### src/rtl/game_pkg.sv
// Shared battle-screen phase encoding and frame geometry, used by the sequencer and the attack blocks.
// Latency: n/a (types, constants and helpers only).
// Backpressure: n/a.
package game_pkg;

    typedef enum logic [3:0] {
        IDLE       = 4'b0000,
        PLAYER_ATK = 4'b0001,
        ENEMY_ATK  = 4'b0010,
        WIN        = 4'b0100,
        LOSE       = 4'b0101
    } phase_t;

    // Full frame size in pixel clocks, including blanking
    localparam int FRAME_H = 1344;
    localparam int FRAME_V = 806;

    // Phases in which an attack block is running and the watchdog counts
    function automatic logic is_attack(input phase_t p);
        return (p == PLAYER_ATK) || (p == ENEMY_ATK);
    endfunction

    // Phases that accept a start pulse
    function automatic logic is_rest(input phase_t p);
        return (p == IDLE) || (p == WIN) || (p == LOSE);
    endfunction

endpackage

### src/rtl/frame_watchdog.sv
// Counts frame ticks since the last clear and flags the tick on which the phase has run too long.
// Latency: expire is combinational on the TIMEOUT_FRAMES-th tick after a clear.
// Backpressure: none; clear has priority over counting.
module frame_watchdog #(
    parameter int TIMEOUT_FRAMES = 1800
) (
    input  logic clk,
    input  logic rst,
    input  logic clear,
    input  logic tick,
    output logic expire
);

    localparam int CW      = (TIMEOUT_FRAMES > 1) ? $clog2(TIMEOUT_FRAMES) : 1;
    localparam bit ENABLED = (TIMEOUT_FRAMES != 0);
    localparam int LAST_I  = ENABLED ? (TIMEOUT_FRAMES - 1) : 0;
    localparam logic [CW-1:0] LAST = CW'(LAST_I);

    logic [CW-1:0] count;

    // Frame counter: restarts on every phase change, advances on each counted tick
    always_ff @(posedge clk or posedge rst) begin
        if (rst) begin
            count <= '0;
        end else if (clear) begin
            count <= '0;
        end else if (tick) begin
            count <= count + 1'b1;
        end
    end

    // A zero timeout turns the watchdog off entirely
    assign expire = ENABLED && tick && (count == LAST);

endmodule

### src/rtl/battle_sequencer.sv
// Turn scheduler for the battle screen: drives the shared phase bus and advances on finished/HP/watchdog events.
// Latency: state changes only on a frame-start edge, at most one frame after the triggering event.
// Backpressure: none; finished inputs are level-held by the blocks, start is latched until the next frame start.
module battle_sequencer
    import game_pkg::*;
#(
    parameter int TIMEOUT_FRAMES = 1800,
    parameter int MAX_TURNS      = 8
) (
    input  logic        clk,
    input  logic        rst,
    input  logic [10:0] hcount_in,
    input  logic [9:0]  vcount_in,
    input  logic        start_in,
    input  logic        player_finished_in,
    input  logic        enemy_finished_in,
    input  logic        enemy_hp_zero_in,
    input  logic        player_hp_zero_in,
    output logic [3:0]  state_out,
    output logic [7:0]  turn_out,
    output logic        timeout_out,
    output logic        game_over_out
);

    phase_t     state_q;
    phase_t     state_nxt;
    logic [7:0] turn_nxt;
    logic       timeout_nxt;
    logic       done_q;
    logic       start_q;
    logic       frame_tick;
    logic       cur_fin;
    logic       done_eff;
    logic       start_eff;
    logic       state_chg;
    logic       wd_expire;

    assign frame_tick = (hcount_in == 11'd0) && (vcount_in == 10'd0);

    // Only the finished input belonging to the running phase counts
    assign cur_fin = ((state_q == PLAYER_ATK) && player_finished_in) ||
                     ((state_q == ENEMY_ATK)  && enemy_finished_in);

    // A finish or start arriving on the frame-start cycle itself is honoured immediately
    assign done_eff  = done_q || cur_fin;
    assign start_eff = start_q || (start_in && is_rest(state_q));
    assign state_chg = (state_nxt != state_q);
    assign state_out = state_q;

    frame_watchdog #(
        .TIMEOUT_FRAMES(TIMEOUT_FRAMES)
    ) u_watchdog (
        .clk    (clk),
        .rst    (rst),
        .clear  (state_chg),
        .tick   (frame_tick && is_attack(state_q)),
        .expire (wd_expire)
    );

    // Next phase, turn count and timeout flag; everything holds except on a frame start
    always_comb begin
        state_nxt   = state_q;
        turn_nxt    = turn_out;
        timeout_nxt = 1'b0;
        if (frame_tick) begin
            case (state_q)
                IDLE: begin
                    if (start_eff) state_nxt = PLAYER_ATK;
                end
                PLAYER_ATK: begin
                    if (done_eff && enemy_hp_zero_in) begin
                        state_nxt = WIN;
                    end else if (done_eff || wd_expire) begin
                        state_nxt   = ENEMY_ATK;
                        timeout_nxt = !done_eff;
                    end
                end
                ENEMY_ATK: begin
                    if (player_hp_zero_in) begin
                        state_nxt = LOSE;
                    end else if (done_eff || wd_expire) begin
                        turn_nxt    = (turn_out == 8'hFF) ? turn_out : turn_out + 8'd1;
                        timeout_nxt = !done_eff;
                        // Surviving the last allowed enemy attack wins by endurance
                        state_nxt   = (({1'b0, turn_out} + 9'd1) >= 9'(MAX_TURNS)) ? WIN : PLAYER_ATK;
                    end
                end
                WIN, LOSE: begin
                    if (start_eff) begin
                        state_nxt = IDLE;
                        turn_nxt  = 8'd0;
                    end
                end
                default: begin
                    state_nxt = IDLE;
                end
            endcase
        end
    end

    // Phase register, registered outputs, and the done/start latches
    always_ff @(posedge clk or posedge rst) begin
        if (rst) begin
            state_q       <= IDLE;
            turn_out      <= 8'd0;
            timeout_out   <= 1'b0;
            game_over_out <= 1'b0;
            done_q        <= 1'b0;
            start_q       <= 1'b0;
        end else begin
            state_q       <= state_nxt;
            turn_out      <= turn_nxt;
            timeout_out   <= timeout_nxt;
            game_over_out <= (state_nxt == WIN) || (state_nxt == LOSE);
            if (state_chg) begin
                done_q <= 1'b0;
            end else if (cur_fin) begin
                done_q <= 1'b1;
            end
            if (frame_tick) begin
                start_q <= 1'b0;
            end else if (start_in && is_rest(state_q)) begin
                start_q <= 1'b1;
            end
        end
    end

endmodule

### config.mk
export PLATFORM = sky130hd
export DESIGN_NAME = battle_sequencer
export DESIGN_NICKNAME = d
export VERILOG_FILES = /design/src/rtl/game_pkg.sv /design/src/rtl/frame_watchdog.sv /design/src/rtl/battle_sequencer.sv
export SDC_FILE = /design/constraint.sdc
export NUM_CORES = 1
export LEC_CHECK = 0
export CAP_MARGIN = 20
export CORE_ASPECT_RATIO = 1.5
export CORE_MARGIN = 2
export CORE_UTILIZATION = 40
export CTS_CLUSTER_SIZE = 20
export DETAILED_ROUTE_END_ITERATION = 6
export HOLD_SLACK_MARGIN = 0.05
export PLACE_DENSITY = 0.66
export REMOVE_ABC_BUFFERS = 1
export SYNTH_ARGS = -nofsm -noshare
export SYNTH_HDL_FRONTEND = slang
export SYNTH_HIERARCHICAL = 1
export SYNTH_SLANG_ARGS = --single-unit
### constraint.sdc
create_clock -name clk -period 5.1 [get_ports clk]
set_input_delay 0.765 -clock clk [delete_from_list [all_inputs] [get_ports clk]]
set_output_delay 0.765 -clock clk [all_outputs]
set_load 0.02 [all_outputs]
# Word level (Yosys, flattened, before mapping)
# Index checks and enable logic that the tools add are counted.
[word_totals] ff_bits=27 output_inout_bits=14
[op_classes] add_sub_neg=3 magnitude_cmp=1 n_eq_ne=13 n_mux=25 reduce_logical=25
[ops] op="$mux W8" n=4
[ops] op="$mux W4" n=7
[ops] op="$mux W11" n=2
[ops] op="$eq A4 B3 Y1 const B" n=4
[ops] op="$pmux W4 S4" n=1
[ops] op="$pmux W8 S2" n=1
[ops] op="$add A11 B1 Y11 const B" n=1
[ops] op="$eq A11 B11 Y1 const B" n=1
[ops] op="$logic_not A11 Y1" n=1
[ops] op="$logic_not A10 Y1" n=1
[ops] op="$add A8 B1 Y9 const B" n=1
[ops] op="$ge A9 B4 Y1 const B" n=1
[ops] op="$add A8 B1 Y8 const B" n=1
[ops] op="$eq A8 B8 Y1 const B" n=1
[ops] op="$logic_or A1 B1 Y1" n=8
[ops] op="$mux W1" n=8
[ops] op="$reduce_bool A2 Y1" n=4
[ops] op="$logic_and A1 B1 Y1" n=7
[ops] op="$ne A2 B2 Y1 const B" n=3
[ops] op="$reduce_and A6 Y1" n=1
[ops] op="$eq A4 B1 Y1 const B" n=1
[ops] op="$eq A4 B2 Y1 const B" n=1
[ops] op="$logic_not A4 Y1" n=1
[ops] op="$ne A4 B4 Y1" n=1
[ops] op="5 further kinds" n=5

# Depth between registers and ports, before layout
# Gate-level depths: netlist of run 1.
[logic_depth] ltp_word=11 ltp_mapped=17

# Cells and area by module
# Netlist of run 1, hierarchy kept.
[modules_own_cells] module="battle_sequencer" instances=1 cells_per_inst=139 area_each_um2=1201.2 seq_area_each_um2=400.4
[modules_own_cells] module="frame_watchdog" instances=1 cells_per_inst=59 area_each_um2=585.6 seq_area_each_um2=275.3

# Worst setup path after synthesis of run 1
# No wires, ideal clock.
[synth_path] path_kind="input to register" startpoint="input port hcount_in[10]" endpoint="register u_watchdog.count[9]" setup_ns=0.078 arrival_ns=4.783 required_ns=5.022 setup_slack_ns=0.239 path_stages=17 path_cell_list="nor4_1 nand4_1 or2_2 clkbuf_1 buf_2 a21oi_1 buf_4 nand3_1 or4_1 nor4_1 nor3_1 a22o_1 a21oi_1 o211a_1 o211ai_1 or4_1 a21oi_1"
[synth_between] elab_chain_cells=11 word_cells_on_any_way=14 cone_classes="1 x eq/ne; 7 x mux; 6 x reduce/logical"
[synth_rtl] element="start, declared" line_no="battle_sequencer.sv:12" source="input logic [10:0] hcount_in,"
[synth_rtl] element="$logic_not A11 Y1 *" line_no="battle_sequencer.sv:38" source="assign frame_tick = (hcount_in == 11'd0) && (vcount_in == 10'd0);"
[synth_rtl] element="$logic_and A1 B1 Y1 *" line_no="battle_sequencer.sv:38"
[synth_rtl] element="$logic_and A1 B1 Y1 *" line_no="battle_sequencer.sv:56" source=".tick (frame_tick && is_attack(state_q)),"
[synth_rtl] element="$logic_and A1 B1 Y1 *" line_no="frame_watchdog.sv:33" source="assign expire = ENABLED && tick && (count == LAST);"
[synth_rtl] element="named net wd_expire" line_no="battle_sequencer.sv:36" source="logic wd_expire;"
[synth_rtl] element="$logic_or A1 B1 Y1 *" line_no="battle_sequencer.sv:73, battle_sequencer.sv:81"
[synth_rtl] element="$mux W4, on equally long branches" line_no="battle_sequencer.sv:81, battle_sequencer.sv:73"
[synth_rtl] element="$mux W4, on equally long branches" line_no="battle_sequencer.sv:79, battle_sequencer.sv:71"
[synth_rtl] element="$pmux W4 S4 *" line_no="battle_sequencer.sv:66" source="case (state_q)"
[synth_rtl] element="$mux W4 *" line_no="battle_sequencer.sv:65" source="if (frame_tick) begin"
[synth_rtl] element="$ne A4 B4 Y1 *" line_no="battle_sequencer.sv:47" source="assign state_chg = (state_nxt != state_q);"
[synth_rtl] element="named net state_chg" line_no="battle_sequencer.sv:35" source="logic state_chg;"
[synth_rtl] element="$mux W11 or $reduce_bool A2 Y1 (tied branches)"
[synth_rtl] element="end signal, assigned" line_no="frame_watchdog.sv:28" source="count <= count + 1'b1;"
[synth_rtl] element="end, declared" line_no="frame_watchdog.sv:19" source="logic [CW-1:0] count;"
# The timed path passes the listed nets; every way through them passes the cells marked *.
# A chain may end at the register's enable or synchronous reset.

# Worst setup path in the final report of run 1
# Same ends and word-level chain as after synthesis.

==> impl_metrics.toml, run 1 <==
[pwr]
powerDensity_nw_per_um2 = 165
finalPower_w = 0.000374
peakVddDrop_uv = 158
p_leak_nw = 0.929

[routing]
detail_route.wl_per_cell_microns = 16.2
drt_pass1_iterations = 4
drt_iter0_drc = 85
ant_nets = 0
vias_per_cell = 6.07
wl_mm = 4.56
drc = 0
vias = 1706

[floorplanning]
num_rows = 29
die_h_microns = 85.9
num_io_pins = 42
core-area_sq_um = 4250
die_x_microns = 58.6
dieArea_sq_um = 5030
start_util_pct = 42.1

[finish]
drive_gt1_share_pct = 7.23
register_area_sq_um = 676
multi_input_area_sq_um = 1020
final_cells = 281
fin_nets = 267
layout.cells.most_common_list = "clkdlybuf4s50_1 (41), dfrtp_1 (27), nor2_1 (16), nand2_1 (16), a21oi_1 (11)"
area_growth_pct = 26.6
num-fill-cells = 410
final_core_util_pct = 53.3
diodes = 0
final_common_cell = "clkdlybuf4s50_1"

[global_route]
grt_usage_pct = 19.7
grt_pass1_wl_mm = 7.80
gr-usage-met2_pct = 35.9
gr-usage-met1_pct = 23.0
antenna_found_initial = 0
grt_max_degree = 17
grt_pass1_vias = 1674
grt-ovfl-total = 0
grt_busiest_layer = "met2"
use_met3_pct = 2.26

[clock_network]
cts-hold-fix-buffers = 0
cts_max_path_buffers = 2
worstSkewPairLatency_ns = 0.28
cts_tree = "yes"
cts_num_sinks = 27
clock-root-buffer = "clkbuf_8"
post_cts_buffers = 0
cts.reportedPaths.clkPinSlew_ns = 0.10
cts_resized = 0
numCtsBuffers = 3
cts.htree.levels = 1

[sta]
hold_viol = 0
max-slew-margin-rel_pct = 57.0
timing.fmax_ghz = 0.219
worst_slew_pin_slew_ns = 0.644
finalCritPeriodShare_pct = 89.7
fin_crit_ns = 4.58
worst_clock_skew_ns = 0.00738
slew_violations = 0
grt_setup_unrepaired = "no"
tns_ns = 0
setup_viol = 0

[setup_path]
worst_ep_arrival_time_ns = 4.79
start_kind = "input pin"
end_kind = "flip-flop"
criticalPathCategory = "input pin to flip-flop"
cp_max_fo = 14
required_ns = 5.31
worstRegToRegCells = 12
r2r-start = "state_out[2]"
ff2ff_setup_slack_ns = 1.19
rr_endpoint = "u_watchdog/count[9]"

[placement]
dp.cells = 277
place_hpwl_mm = 3.56
globalplace.congestion = 0.878
port_buffers = 41

[synth]
syn_inst = 198
ys_seq_elements = 27
seq_area_frac_synth_pct = 37.8
yosysTopAreaCell = "dfrtp_1"
yosysWarnings = 6
synth_top_area_share_pct = 37.8
synth-async-reset-ratio_pct = 100
ys.flop_type = "dfrtp_1"
synth_area_sq_um = 1790
synth_area_leaders = "dfrtp_1 (38%), nor4_1 (3.5%), nand2_1 (3.4%)"
syn_avg_cell_area_sq_um = 9.02
synth_edf_count = 0
synth_cell_types = 50

[hold_path]
whs_path_depth = 2
holdPathEnd = "u_watchdog/count[10]"
hold_class = "flip-flop to flip-flop"
hp-start = "u_watchdog/count[10]"

[run]
max_cap_viol_count = 0

[run_status]
status = "completed"
synth_stat cells (2+ instances only):
cell / n
dfrtp_1: 27
nand2_1: 16
nor2_1: 16
a21oi_1: 11
nor4_1: 10
nand3_1: 9
o21ai_0: 9
inv_1: 6
nor3_1: 6
o22a_1: 6
or4_1: 6
clkbuf_1: 5
o31ai_1: 5
and3_1: 4
nand4_1: 4
o211ai_1: 4
or3_1: 4
a21o_1: 3
a31oi_1: 3
buf_2: 3
ha_1: 3
mux2i_1: 3
xor2_1: 3
buf_4: 2
buf_6: 2
nand3b_1: 2
nor4b_1: 2
nor4b_2: 2
report_power, final:
| part | leakage, nW | total, W | switching (W) | internal (W) |
|---|---|---|---|---|
| logic | 0.540 | 0.0000310 | 0.0000110 | 0.0000200 |
| registers | 0.367 | 0.000214 | 0.0000000105 | 0.000214 |
| clock network | 0.0217 | 0.000129 | 0.0000735 | 0.0000556 |
cells by family (layout without fill, tap and decap cells):
logic type / Yosys count / count (layout) / synth area share [%]
buf+inv: 18 / 55 / 5.25
fa+ha+maj: 3 / 3 / 2.10
flops: 27 / 27 / 37.8
simple gates: 91 / 91 / 30.0
mux: 3 / 3 / 1.68
compound gates: 52 / 52 / 21.1
xor+xnor: 4 / 4 / 1.96
worst max path at each step:
stage          slack [ns]  depth (start not counted)              endpoint     startpoint
2_1_floorplan        0.05                         14   u_watchdog/count[9]  hcount_in[10]
3_3_place_gp         0.35                         15  u_watchdog/count[10]  hcount_in[10]
3_5_place_dp         0.24                         15   u_watchdog/count[9]  hcount_in[10]
4_1_cts              0.51                         15   u_watchdog/count[9]  hcount_in[10]
5_1_grt              0.16                         15   u_watchdog/count[9]   vcount_in[3]
6_report             0.52                         15   u_watchdog/count[9]  hcount_in[10]
state kept, by name, indices dropped and copies added (netlist names):
name	flops
done_q	1
timeout_out	1
state_out	4
game_over_out	1
turn_out	8
u_watchdog/count	11
start_q	1
critical path: stages:
cell and delay [ns]:
clkdlybuf4s50_1 0.41, nor4_1 0.31, nand4_1 0.18, or2_2 0.44
a21oi_1 0.23, nand3_1 0.13, or4_1 0.47, nor4_1 0.37
nor3_1 0.12, a22o_1 0.21, a21oi_1 0.12, o211a_1 0.16
o211ai_1 0.20, or4_1 0.51, a21oi_1 0.16
routing by layer:
metal  vias to the layer above  wire, microns
met2                        31           2420
met1                       839           1890
li1                        825              -
met3                        11            116
met5                         -              0
met4                         0            133
area by class of cell:
cell class	count	share of cell area, %
inverters	6	0.996
multi-input cells	153	45.0
flip-flops and latches	27	29.9
clock inverters	1	0.332
repair buffers	45	19.5
clock buffers	3	1.83
well taps	46	2.54
through the flow:
step | setup WS (ns) | hold WS, ns | area, sq um
floorplan | 0.0486 | 0.517 | 1720
global placement | 0.348 | 0.547 | 2210
detailed placement | 0.240 | 0.555 | 2210
CTS | 0.510 | 0.573 | 2260
global route | 0.160 | 0.592 | 2260
finish | 0.524 | 0.566 | 2260
No activity file was read; power rests on OpenSTA's default activity.
==> run 2, diff against run 1 <==
Settings changed: CAP_MARGIN 20 to default.
==> results of run 2 <==
Same layout as run 1: the final DEF is identical, and so are final timing and power.
==> run 3, diff against run 2 <==
Settings changed: GPL_ROUTABILITY_DRIVEN from default to 0, PLACE_DENSITY 0.66 to 0.62.
==> run 3 against run 2 <==
Compared with the run above:
- utilization is 0.18 points higher
- final cell count is 0.36% higher
- sequential power hardly changed
- combinational power hardly changed
- die area stayed put
- non-clock buffer count is 1 higher
- clock power is 4% lower
- sequential share of layout area is 0.099 points lower
==> impl_metrics.toml, run 3 (same netlist as run 1, synthesis figures left out) <==
[finish]
layout.cells.most_common_list = "clkdlybuf4s50_1 (41), dfrtp_1 (27), nor2_1 (16), nand2_1 (16), a21oi_1 (11)"
final_common_cell = "clkdlybuf4s50_1"
area_growth_pct = 27.0
drive_gt1_share_pct = 7.63
final_cells = 282
fin_nets = 268
top_register = "u_watchdog/count"
diodes = 0
fin_area_sq_um = 2270
largest_reg_flops = 11
final_core_util_pct = 53.5

[routing]
drt_iter0_drc = 84
wl_mm = 4.86
detail_route.wl_per_cell_microns = 17.2
drc = 0
ant_nets = 0
vias_per_cell = 6.17
vias = 1741
drt_pass1_iterations = 4

[setup_path]
endpoint = "u_watchdog/count[10]"
slowest_stage = "or4_1"
worstRegToRegCells = 13
cp_max_fo = 7
critPathMaxStageDelay_ns = 0.52
worst_ep_arrival_time_ns = 4.64
end_kind = "flip-flop"
r2r-start = "state_out[3]"
crit_top_cell = "a21oi_1"
ff2ff_setup_slack_ns = 1.16
required_ns = 5.30
start_kind = "input pin"
criticalPathCategory = "input pin to flip-flop"
rr_endpoint = "u_watchdog/count[10]"
crit_chain = "clkdlybuf4s50_1, nor4_1, nand4_1, or2_2, a21oi_1, nand3_1, or4_1, nor4_1, buf_4, nor3_1, a22o_1, a21oi_1, o211a_1, o211ai_1, or4_1, a21oi_1"
critPathLaunch = "hcount_in[10]"

[sta]
timing.fmax_ghz = 0.226
max-slew-margin-rel_pct = 55.9
grt_setup_unrepaired = "no"
worst_clock_skew_ns = 0.00399
tns_ns = 0
hold_viol = 0
worst_slew_pin_slew_ns = 0.661
slew_violations = 0
finalCritPeriodShare_pct = 86.9
setup_viol = 0
fin_crit_ns = 4.43

[clock_network]
cts_num_sinks = 27
numCtsBuffers = 3
cts-hold-fix-buffers = 0
cts_tree = "yes"
clock-root-buffer = "clkbuf_8"
cts.reportedPaths.clkPinSlew_ns = 0.09
post_cts_buffers = 0
worstSkewPairLatency_ns = 0.27
cts_resized = 0
cts.htree.levels = 1
cts_max_path_buffers = 2

[global_route]
grt_usage_pct = 21.0
grt_pass1_vias = 1739
grt_pass1_wl_mm = 8.29
grt-ovfl-total = 0
antenna_found_initial = 0
grt_max_degree = 17

[placement]
dpl-instance-area_sq_um = 2220
dp.cells = 278
place_hpwl_mm = 3.82
port_buffers = 41

[run]
max_cap_viol_count = 0

[floorplanning]
die_h_microns = 85.9
die_x_microns = 58.6
num_io_pins = 42
num_rows = 29
dieArea_sq_um = 5030
core-area_sq_um = 4250
start_util_pct = 42.1

[pwr]
powerDensity_nw_per_um2 = 163
p_leak_nw = 0.933
peakVddDrop_uv = 162

[hold_path]
hold_class = "flip-flop to flip-flop"

[run_status]
status = "completed"
## run 3: cell types whose count changed in the layout (fill, tap and decap cells not counted), sizes merged
cell and delta:
buf +1
## run 3: final cells by class
class	instances	area [sq um]
fillers	388	1980
multi-input cells	153	1020
flip-flops and latches	27	676
repair buffers	46	448
well taps	46	57.6
clock buffers	3	41.3
inverters	6	22.5
clock inverters	1	7.51
## run 3: power by group
part,leakage (nW),switching (W),total (W),internal (W)
sequential,0.367,0.0000000105,0.000214,0.000214
clock,0.0217,0.0000688,0.000124,0.0000554
combinational,0.545,0.0000110,0.0000311,0.0000200
total,0.933,0.0000798,0.000369,0.000289
## run 3: worst min-delay path by stage
| stage | startpoint | slack [ns] | to | depth (start not counted) |
|---|---|---|---|---|
| after global routing | u_watchdog/count[10] | 0.62 | u_watchdog/count[10] | 2 |
| after global placement | start_q | 0.54 | start_q | 2 |
| after detailed placement | u_watchdog/count[9] | 0.57 | u_watchdog/count[9] | 2 |
| after CTS | u_watchdog/count[9] | 0.59 | u_watchdog/count[9] | 2 |
| final | u_watchdog/count[10] | 0.59 | u_watchdog/count[10] | 2 |
| after floorplan | start_q | 0.52 | start_q | 2 |
## run 3: per-stage QoR
step | setup slack [ns] | hold WS, ns | power, W
global placement | 0.524 | 0.541 | 0.000249
global route | 0.304 | 0.617 | 0.000387
floorplan | 0.0486 | 0.517 | 0.000225
detailed placement | 0.409 | 0.573 | 0.000250
finish | 0.666 | 0.592 | 0.000369
CTS | 0.677 | 0.589 | 0.000375
## run 3: worst max-delay path: cells and delay by family
family                 cells  cell delay (ns)
AND/OR/NAND/NOR            8             2.25
AO/OA/AOI/OAI              6             1.04
buffers and inverters      2             0.60
## run 3: metal layers
metal	global-route usage (%)	share of wire (%)	up-vias
li1	-	-	830
met1	23.8	37	841
met2	38.5	56	54
met3	2.41	3.9	16
met4	9.30	2.9	0
met5	0	0	-
